File: src/rtl/spirit_line_scanner.sv
// rtl/spirit_line_scanner.sv - per-scanline sprite walker with active list and 1-cycle pixel hit query
module spirit_line_scanner #(
    parameter int MAX_ACTIVE = 8,
    parameter int RD_LATENCY = 1
) (
    input  logic        clk,
    input  logic        rst,
    input  logic        i_line_start,
    input  logic [9:0]  i_line_y,
    output logic [4:0]  o_spirit_idx,
    input  logic [63:0] i_spirit_position_struct,
    input  logic [9:0]  i_pixel_x,
    output logic        o_hit,
    output logic [4:0]  o_hit_idx,
    output logic [4:0]  o_tex_id,
    output logic [7:0]  o_tex_u,
    output logic [7:0]  o_tex_v,
    output logic        o_scan_busy,
    output logic        o_scan_done,
    output logic [3:0]  o_active_count,
    output logic        o_overflow
);

    typedef enum logic [1:0] {
        IDLE = 2'd0,
        SCAN = 2'd1,
        DONE = 2'd2
    } state_t;

    // Index k is issued when rd_cnt == k and its struct is judged RD_LATENCY
    // cycles later, so the last evaluation happens at 31 + RD_LATENCY.
    localparam logic [5:0] SCAN_LAT   = 6'(RD_LATENCY);
    localparam logic [5:0] SCAN_END   = 6'(31 + RD_LATENCY);
    localparam logic [3:0] MAX_COUNT  = 4'(MAX_ACTIVE);

    state_t      state;
    logic [5:0]  rd_cnt;
    logic [9:0]  line_y;

    logic [4:0]  ent_idx [MAX_ACTIVE];
    logic [9:0]  ent_x   [MAX_ACTIVE];
    logic [7:0]  ent_w   [MAX_ACTIVE];
    logic [4:0]  ent_tex [MAX_ACTIVE];
    logic [7:0]  ent_v   [MAX_ACTIVE];

    // Sprite struct fields
    logic [9:0]  sp_x;
    logic [9:0]  sp_y;
    logic [7:0]  sp_w;
    logic [7:0]  sp_h;
    logic [4:0]  sp_tex;
    logic        sp_en;
    logic        unused_struct_bits;

    assign sp_x   = i_spirit_position_struct[9:0];
    assign sp_y   = i_spirit_position_struct[25:16];
    assign sp_w   = i_spirit_position_struct[39:32];
    assign sp_h   = i_spirit_position_struct[47:40];
    assign sp_tex = i_spirit_position_struct[52:48];
    assign sp_en  = i_spirit_position_struct[63];
    assign unused_struct_bits = ^{i_spirit_position_struct[15:10],
                                  i_spirit_position_struct[31:26],
                                  i_spirit_position_struct[62:53]};

    // 11-bit compare so sprites reaching past line 1023 do not wrap
    logic [10:0] ly_ext;
    logic [10:0] y_lo;
    logic [10:0] y_hi;
    logic        line_hit;
    logic [7:0]  row_v;
    logic        eval_now;
    logic [4:0]  eval_idx;

    assign ly_ext   = {1'b0, line_y};
    assign y_lo     = {1'b0, sp_y};
    assign y_hi     = y_lo + {3'b000, sp_h};
    assign line_hit = sp_en && (ly_ext >= y_lo) && (ly_ext <= y_hi);
    assign row_v    = 8'(line_y - sp_y);
    assign eval_now = (state == SCAN) && (rd_cnt >= SCAN_LAT);
    assign eval_idx = 5'(rd_cnt - SCAN_LAT);

    // Scan FSM: issue indices, judge returned structs, build the active list
    always_ff @(posedge clk) begin
        if (rst) begin
            state          <= IDLE;
            rd_cnt         <= '0;
            line_y         <= '0;
            o_spirit_idx   <= '0;
            o_scan_busy    <= 1'b0;
            o_scan_done    <= 1'b0;
            o_active_count <= '0;
            o_overflow     <= 1'b0;
            for (int i = 0; i < MAX_ACTIVE; i++) begin
                ent_idx[i] <= '0;
                ent_x[i]   <= '0;
                ent_w[i]   <= '0;
                ent_tex[i] <= '0;
                ent_v[i]   <= '0;
            end
        end else if (i_line_start) begin
            state          <= SCAN;
            rd_cnt         <= '0;
            line_y         <= i_line_y;
            o_spirit_idx   <= '0;
            o_scan_busy    <= 1'b1;
            o_scan_done    <= 1'b0;
            o_active_count <= '0;
            o_overflow     <= 1'b0;
        end else begin
            case (state)
                IDLE: begin
                    o_spirit_idx <= '0;
                end
                SCAN: begin
                    if (eval_now && line_hit) begin
                        if (o_active_count < MAX_COUNT) begin
                            for (int i = 0; i < MAX_ACTIVE; i++) begin
                                if (4'(i) == o_active_count) begin
                                    ent_idx[i] <= eval_idx;
                                    ent_x[i]   <= sp_x;
                                    ent_w[i]   <= sp_w;
                                    ent_tex[i] <= sp_tex;
                                    ent_v[i]   <= row_v;
                                end
                            end
                            o_active_count <= o_active_count + 4'd1;
                        end else begin
                            o_overflow <= 1'b1;
                        end
                    end
                    if (rd_cnt == SCAN_END) begin
                        state        <= DONE;
                        o_spirit_idx <= '0;
                        o_scan_busy  <= 1'b0;
                        o_scan_done  <= 1'b1;
                    end else begin
                        rd_cnt       <= rd_cnt + 6'd1;
                        o_spirit_idx <= (rd_cnt < 6'd31) ? 5'(rd_cnt + 6'd1) : 5'd0;
                    end
                end
                DONE: begin
                    o_spirit_idx <= '0;
                end
                default: begin
                    state <= IDLE;
                end
            endcase
        end
    end

    // Pixel match: lowest list position covering the pixel wins
    logic [10:0] px_ext;
    logic        q_hit;
    logic [4:0]  q_idx;
    logic [4:0]  q_tex;
    logic [7:0]  q_u;
    logic [7:0]  q_v;

    assign px_ext = {1'b0, i_pixel_x};

    // Walk from the top so the lowest matching position is the last writer
    always_comb begin
        q_hit = 1'b0;
        q_idx = '0;
        q_tex = '0;
        q_u   = '0;
        q_v   = '0;
        for (int i = MAX_ACTIVE - 1; i >= 0; i--) begin
            if ((4'(i) < o_active_count) &&
                (px_ext >= {1'b0, ent_x[i]}) &&
                (px_ext <= ({1'b0, ent_x[i]} + {3'b000, ent_w[i]}))) begin
                q_hit = 1'b1;
                q_idx = ent_idx[i];
                q_tex = ent_tex[i];
                q_u   = 8'(i_pixel_x - ent_x[i]);
                q_v   = ent_v[i];
            end
        end
    end

    // Registered query result, forced to zero unless the list is complete
    always_ff @(posedge clk) begin
        if (rst) begin
            o_hit     <= 1'b0;
            o_hit_idx <= '0;
            o_tex_id  <= '0;
            o_tex_u   <= '0;
            o_tex_v   <= '0;
        end else if ((state == DONE) && q_hit) begin
            o_hit     <= 1'b1;
            o_hit_idx <= q_idx;
            o_tex_id  <= q_tex;
            o_tex_u   <= q_u;
            o_tex_v   <= q_v;
        end else begin
            o_hit     <= 1'b0;
            o_hit_idx <= '0;
            o_tex_id  <= '0;
            o_tex_u   <= '0;
            o_tex_v   <= '0;
        end
    end

endmodule

File: config.mk
export PLATFORM = sky130hd
export DESIGN_NAME = spirit_line_scanner
export DESIGN_NICKNAME = d
export VERILOG_FILES = /design/src/rtl/spirit_line_scanner.sv
export SDC_FILE = /design/constraint.sdc
export NUM_CORES = 1
export LEC_CHECK = 0
export CORE_MARGIN = 2
export CORE_UTILIZATION = 55
export CTS_CLUSTER_DIAMETER = 50
export DETAILED_ROUTE_END_ITERATION = 12
export PLACE_DENSITY = 0.79
export SYNTH_ARGS = -nofsm -noshare
export SYNTH_HDL_FRONTEND = slang
export SYNTH_SLANG_ARGS = --single-unit
File: constraint.sdc
create_clock -name clk -period 5.3 [get_ports clk]
set_clock_uncertainty 0.2 [all_clocks]
set_input_delay 1.06 -clock clk [delete_from_list [all_inputs] [get_ports clk]]
set_output_delay 1.06 -clock clk [all_outputs]
set_load 0.05 [all_outputs]
# == Yosys cells after proc, flatten, opt, wreduce, memory -nomap -nowiden ==
# Memories as Yosys holds them, arrays and structs flattened.
# Cells that the tools add are included.
# totals
register_bits,57
latchBits,0
mem_bits_rw,288
rom_bits,0
word_cells,310
mem_count,5
# op_classes
add_sub_neg,21
n_mul,0
n_div,0
magnitude_cmp,29
eq_ne,13
n_shift,0
mux,148
bitwise_logic,44
reduce_logical,36
# mem_list
name,depth,word_bits,read_ports,rd_ports_with_merged_regs,wr,line_no,text
ent_x,8,10,8,0,8,41,logic [9:0] ent_x [MAX_ACTIVE];
ent_v,8,8,8,0,8,44,logic [7:0] ent_v [MAX_ACTIVE];
ent_w,8,8,8,0,8,42,logic [7:0] ent_w [MAX_ACTIVE];
ent_idx,8,5,8,0,8,40,logic [4:0] ent_idx [MAX_ACTIVE];
ent_tex,8,5,8,0,8,43,logic [4:0] ent_tex [MAX_ACTIVE];
# op_table
op,count
$mux 8,32
$mux 5,34
$add 10x8->11,9
$le 10x11->1,9
$ge 10x10->1,9
$mux 10,8
$sub 8x8->8,9
$mux 1,71
$or 1x1->1,40
$logic_and 1x1->1,21
$eq 3x4->1 const A,4
$lt 3x4->1 const A,4
$pmux 5 s2,1
$reduce_and 2->1,5
$eq 2x4->1 const A,2
$lt 1x4->1 const A,2
$lt 2x4->1 const A,2
$add 6x1->6 const B,1
$eq 6x6->1 const B,1
$ge 6x1->1 const B,1
$lt 6x5->1 const B,1
$reduce_and 3->1,2
$reduce_bool 2->1,3
$reduce_or 2->1,3
13 further kinds,17

# == Depth between registers and ports, before layout ==
# Gate-level depths: netlist of run 1.
# An unclocked memory read counts as a cell.
# depth
ltp_word,15
ltp_mapped,22

# == Worst setup path after synthesis of run 1 ==
# No wires, ideal clock.
# synth_timing
kind,input to register
start,input i_spirit_position_struct[16]
end,"memory ent_idx[5][0], in the netlist ent_idx[1][5], enable pin"
setup_ps,394
arrival_time_ps,5033
required_time_ps,4706
slack_ps,-326
stages,17
n_path_buf,2
cell_sequence,ha_1 -> fa_1 -> a21o_1 -> a21oi_1 -> o21bai_1 -> a21oi_1 -> o21ai_0 -> xnor2_1 -> ha_1 -> a211o_1 -> nor2b_1 -> a211oi_1 -> a21oi_1 -> buf_2 -> nand4_1 -> clkbuf_1 -> nand2_1
# synth_rtl
element,line_no,text
start: declaration,11,"input logic [63:0] i_spirit_position_struct,"
end: declaration,40,

==> impl_metrics.json, run 1 <==
{
  "avgSynthCellArea_um2": 10.2,
  "clockBufferDepth": 3,
  "antenna_found_initial": 1,
  "finish.utilization": 0.651,
  "synth.distinct_cells": 83,
  "clk_pin_slew_ps": 60,
  "routed_wl_um": 62100,
  "drv_cap": 0,
  "synthFlopType": "edfxtp_1",
  "avgRoutedWirePerCell_um": 21.5,
  "max_freq_mhz": 196,
  "dr.first_iter.drc_count": 1449,
  "cts_buffers": 40,
  "rows": 73,
  "core_area_um2": 39700,
  "die-area_um2": 41800,
  "seqCellArea_um2": 9790,
  "synth_edf_count": 288,
  "setup-violations-final": 0,
  "clk-insertion-delay-late_ps": 590,
  "synth_top_family_by_area": "adder cells",
  "slew_headroom": 0.336,
  "final_common_cell": "nor2_1",
  "io_pins": 126,
  "dp.cells": 2811,
  "antenna_cells": 0,
  "place_congestion": 1.04,
  "cellLeakagePower_nw": 10.8,
  "synthXorXnorAreaFrac": 0.0456,
  "ys_seq_elements": 345,
  "syn_nets": 2532,
  "slew_viol_final": 0,
  "synthAdderAreaFrac": 0.163,
  "yosys_warnings": 0,
  "grt_max_degree": 39,
  "grt_pass1_wl_um": 94600,
  "firstDrtPassIters": 5,
  "min_from": "o_scan_done",
  "synthMuxAreaShare": 0.0160,
  "hpwl_um": 44500,
  "rr_startpoint": "ent_x[1][11]",
  "die_y_um": 204,
  "syn_area_um2": 22100,
  "viasPerCell": 6.08,
  "synthSimpleGateAreaFrac": 0.136,
  "crit_path_start_kind": "flop",
  "synthArstFlopShare": 0,
  "antenna_left": 0,
  "post-route-period-util": 0.961,
  "worstPathRequired_ps": 5530,
  "gr-total-overflow": 0,
  "hold_ws_ps": 243,
  "cts_tree": "yes",
  "tightestPinTransition_ps": 993,
  "start_util": 0.556,
  "worstPathArrival_ps": 5320,
  "htree_levels": 2,
  "multi_input_area_um2": 11400,
  "outcome": "finished clean",
  "synth_compound_area_frac": 0.151,
  "worst-path-max-fanout": 31,
  "ir_worst_vdd_mv": 0.286,
  "fin_area_um2": 25900,
  "crit_type": "flop to flop",
  "cts-root-buf": "clkbuf_16",
  "postCtsHoldBufs": 0,
  "port_buffers": 103,
  "seq_area_frac_synth": 0.443,
  "fin_crit_ps": 5100,
  "clkSinkCount": 345,
  "crit_start": "ent_x[1][11]",
  "grt_usage": 0.299,
  "vias": 17500,
  "syn_inst": 2168,
  "die_x_um": 204,
  "drive_above_1_share": 0.0869,
  "power_density_nw_per_um2": 280,
  "nFillCells": 3070,
  "drc": 0,
  "final_net_count": 2692,
  "fin_cells": 2885,
  "end_kind": "flop",
  "grt_pass1_vias": 17500,
  "tns_ps": 0,
  "area_delta_synth_final_pct": 17.1,
  "hold_violations": 0,
  "placed_area_um2": 24400,
  "mostFrequentLayoutCells": "326 x nor2_1, 288 x edfxtp_1, 259 x ha_1",
  "worstHoldPathType": "flop to flop"
}
logic make-up after synthesis:
| kind of cell | after synthesis |
|---|---|
| compound gates | 483 |
| buf+inv | 247 |
| simple gates | 666 |
| mux | 35 |
| flops | 345 |
| fa+ha+maj | 277 |
| xor+xnor | 115 |
final cells by class:
cell class	instances	share of cell area
clock buffers	54	0.0447
clock inverters	20	0.00981
well taps	525	0.0254
repair buffers	183	0.0754
multi-input cells	1576	0.440
inverters	182	0.0264
flip-flops and latches	345	0.378
state kept, by name, indices dropped and copies added (netlist names):
signal          count
ent_tex            40
o_spirit_idx        5
ent_v              64
o_tex_id            5
o_overflow          1
line_y             10
o_hit_idx           5
o_hit               1
state               2
rd_cnt              6
o_scan_done         1
ent_idx            40
o_scan_busy         1
o_active_count      4
o_tex_v             8
o_tex_u             8
ent_x              80
ent_w              64
power by group:
part / switching [mW] / total (mW) / internal, mW
combinational: 0.743 / 1.28 / 0.532
clock: 1.20 / 2.88 / 1.67
sequential: 0.0563 / 3.10 / 3.05
path summary, 6_finish.rpt:
| path | to | slack, ps | cells past startpoint |
|---|---|---|---|
| max | o_tex_u[3] | 200 | 19 |
| min | o_scan_done | 240 | 2 |
| max reg2reg | o_tex_u[3] | 200 | 19 |
| min reg2reg | o_scan_done | 240 | 2 |
routing by layer:
layer / routed length [um] / global-route usage / up-vias / part of all wire
met1: 23700 / 0.351 / 8393 / 0.38
li1: - / - / 8181 / -
met2: 30200 / 0.516 / 761 / 0.49
met3: 4460 / 0.0475 / 198 / 0.072
met4: 3680 / 0.175 / 2 / 0.059
met5: 13 / 0 / - / 0.00021
repair_timing:
action,CTS,global route
resized for setup,1,12
setup buffers,0,0
setup endpoints to repair,1,23
synthesized netlist by cell type, drive strengths merged (7+ instances only):
cell / instances / area, um^2
a211o: 19 / 166
a211oi: 22 / 165
a21o: 33 / 248
a21oi: 123 / 616
a221o: 24 / 240
a221oi: 7 / 61.3
a22oi: 37 / 278
a31oi: 10 / 62.6
and2: 7 / 46.3
buf: 26 / 160
clkbuf: 39 / 146
dfxtp: 57 / 1140
edfxtp: 288 / 8650
fa: 18 / 360
ha: 259 / 3240
inv: 181 / 679
mux2i: 33 / 330
nand2: 118 / 443
nand2b: 24 / 150
nand3: 33 / 165
nand4: 24 / 150
nor2: 328 / 1230
nor2b: 31 / 201
nor3: 34 / 170
o211ai: 8 / 60.1
o21a: 30 / 226
o21ai: 78 / 402
o21bai: 22 / 165
o31ai: 11 / 101
or2: 26 / 163
or3: 14 / 87.6
xnor2: 76 / 666
xor2: 39 / 342
metrics by stage:
| step | setup slack (ps) | power (mW) |
|---|---|---|
| global route | -7.41 | 7.51 |
| finish | 204 | 7.26 |
| floorplan | 3.58 | 3.97 |
| global placement | -135 | 4.34 |
| CTS | 34.0 | 7.26 |
| detailed placement | -213 | 4.41 |
worst max-delay path: stages (launching register included):
cell and delay, ps:
edfxtp_1 460, ha_1 320, a21o_1 190, a21oi_1 230
o21bai_1 120, a21oi_1 220, o21bai_1 110, a21oi_2 200
o21ai_0 130, xnor2_1 190, ha_1 300, a211oi_1 270
nand2_1 80, o311a_1 380, a221o_1 340, buf_12 180
o2111ai_1 270, o31ai_4 140, buf_4 180, nor3b_1 410
(Power assumes the default switching activity.)
==> run 2, diff against run 1 <==
--- a/config.mk
+++ b/config.mk
@@ -5,6 +5,7 @@
 export SDC_FILE = /design/constraint.sdc
 export NUM_CORES = 1
 export LEC_CHECK = 0
+export ABC_CLOCK_PERIOD_IN_PS = 5300
 export CORE_MARGIN = 2
 export CORE_UTILIZATION = 55
 export CTS_CLUSTER_DIAMETER = 50
==> results of run 2 <==
The final DEF is identical to that of run 1; final timing and power are the same.
==> run 3, diff against run 2 <==
--- a/config.mk
+++ b/config.mk
@@ -6,10 +6,10 @@
 export NUM_CORES = 1
 export LEC_CHECK = 0
 export ABC_CLOCK_PERIOD_IN_PS = 5300
-export CORE_MARGIN = 2
 export CORE_UTILIZATION = 55
 export CTS_CLUSTER_DIAMETER = 50
 export DETAILED_ROUTE_END_ITERATION = 12
+export MAX_ROUTING_LAYER = met4
 export PLACE_DENSITY = 0.79
 export SYNTH_ARGS = -nofsm -noshare
 export SYNTH_HDL_FRONTEND = slang
==> run 3 against run 2 <==
Compared with the run above:
- die area shrank 1.9%
- count of clock-buffer cells in the layout is 1 lower
- critical path type unchanged
- flip-flop and latch count unchanged
- sequential power is essentially flat
- clock power shrank 2%
- largest power group unchanged
- final cell count about the same
- non-clock buffer count shrank 1
- largest cell class unchanged
- wire length increased by 1.2%
- global-route usage increased by 1.7 points
- utilization increased by 0.090 points
- total power is 0.51% lower
- register-to-register slack worse by 50 ps
==> impl_metrics.json, run 3 (synthesis gave the netlist of run 1 again) <==
{
  "clockBufferDepth": 3,
  "mostFrequentLayoutCells": "326 x nor2_1, 288 x edfxtp_1, 259 x ha_1",
  "antenna_cells": 0,
  "seqCellArea_um2": 9790,
  "area_delta_synth_final_pct": 17.0,
  "viasPerCell": 6.06,
  "final_common_cell": "nor2_1",
  "place_ws_ps": -226,
  "cellLeakagePower_nw": 10.8,
  "vias": 17500,
  "grt_pass1_vias": 17600,
  "post-route-period-util": 0.972,
  "gr-total-overflow": 0,
  "grt_max_degree": 39,
  "worstPathRequired_ps": 5540,
  "port_buffers": 103,
  "dr.first_iter.drc_count": 1363,
  "setup-violations-final": 0,
  "antenna_left": 0,
  "setup_slack_ps": 150,
  "max_freq_mhz": 194,
  "slew_viol_final": 0,
  "power_density_nw_per_um2": 279,
  "slew_headroom": 0.478,
  "clk_pin_slew_ps": 60,
  "final_net_count": 2692,
  "finalPower_mw": 7.22,
  "hpwl_um": 44800,
  "firstDrtPassIters": 5,
  "rows": 73,
  "antenna_found_initial": 0,
  "whs_path_depth": 2,
  "crit_type": "flop to flop",
  "start_util": 0.557,
  "cts_tree": "yes",
  "fin_crit_ps": 5150,
  "die_x_um": 202,
  "outcome": "finished clean",
  "drive_above_1_share": 0.0856,
  "postCtsHoldBufs": 0,
  "ff2ff_path_depth": 19,
  "die-area_um2": 41000,
  "reg2reg_slack_ps": 150,
  "worst-path-max-fanout": 19,
  "postCtsSetupBuffers": 0,
  "die_y_um": 202,
  "grt_usage": 0.316,
  "reg.largest.list": "ent_x (80), ent_v (64), ent_w (64)",
  "crit_path_start_kind": "flop",
  "avgRoutedWirePerCell_um": 21.8,
  "core_area_um2": 39600,
  "ir_worst_vdd_mv": 0.291,
  "cts-root-buf": "clkbuf_16",
  "io_pins": 126,
  "drc": 0,
  "end_kind": "flop",
  "top_register": "ent_x",
  "largest_reg_flops": 80,
  "clk-insertion-delay-late_ps": 560,
  "worstPathArrival_ps": 5390,
  "tightestPinTransition_ps": 781,
  "grt_pass1_wl_um": 95700,
  "hold_violations": 0,
  "clkSinkCount": 345,
  "drv_cap": 0,
  "place_congestion": 1.07,
  "routed_wl_um": 62800,
  "multi_input_area_um2": 11400,
  "nFillCells": 3095,
  "htree_levels": 2,
  "worstHoldPathType": "flop to flop",
  "cts_buffers": 41
}
run 3: critical path, stage by stage (launching register included):
cell	delay, ps
edfxtp_1	450
ha_1	310
a21o_1	190
a21oi_1	210
o21bai_1	90
a21oi_1	310
o21bai_1	110
a21oi_1	210
xor2_1	110
ha_1	280
nand2_1	60
a21oi_1	120
o21ai_0	100
a221oi_1	320
a2111o_1	440
buf_4	430
and2_4	430
a211o_1	230
a21oi_1	70
a221o_1	320
run 3: layout make-up:
class / count / area share
Tap cell: 525 / 0.0254
Clock buffer: 53 / 0.0438
Inverter: 182 / 0.0264
Sequential cell: 345 / 0.379
Timing Repair Buffer: 182 / 0.0764
Clock inverter: 21 / 0.00919
Multi-Input combinational cell: 1576 / 0.440
run 3: report_power, final:
part / leakage [nW] / total (mW) / internal, mW / switching (mW)
Clock: 0.670 / 2.83 / 1.68 / 1.15
Combinational: 6.69 / 1.28 / 0.534 / 0.747
Sequential: 3.40 / 3.10 / 3.05 / 0.0562
run 3: final timing paths:
check	endpoint	start
min reg2reg	o_scan_done	o_scan_done
min	o_scan_done	o_scan_done
max reg2reg	o_hit_idx[2]	ent_x[1][1]
max	o_hit_idx[2]	ent_x[1][1]
run 3: per-layer routing:
layer | routed length, um | vias up | global-route usage
met1 | 24700 | 8411 | 0.368
li1 | - | 8173 | -
met2 | 30400 | 702 | 0.531
met3 | 4370 | 203 | 0.0464
met5 | 0 | - | -
met4 | 3360 | 0 | 0.159
run 3: metrics by stage:
| step | instances | hold slack (ps) | utilization | instance area, um^2 | TNS, ps |
|---|---|---|---|---|---|
| global route | 2884 | 279 | 0.652 | 25900 | -18.2 |
| detailed placement | 2810 | 236 | 0.617 | 24400 | -54510 |
| finish | 2884 | 246 | 0.652 | 25900 | 0 |
| floorplan | 2168 | 248 | - | 22100 | 0 |
| CTS | 2884 | 245 | 0.651 | 25800 | 0 |
| global placement | 2810 | 236 | 0.617 | 24400 | -8130 |
run 3: repair_timing:
action	in CTS	in global routing
setup endpoints to repair	1	21
endpoints found under the hold margin	0	0
resized for setup	1	9
cloned	0	0
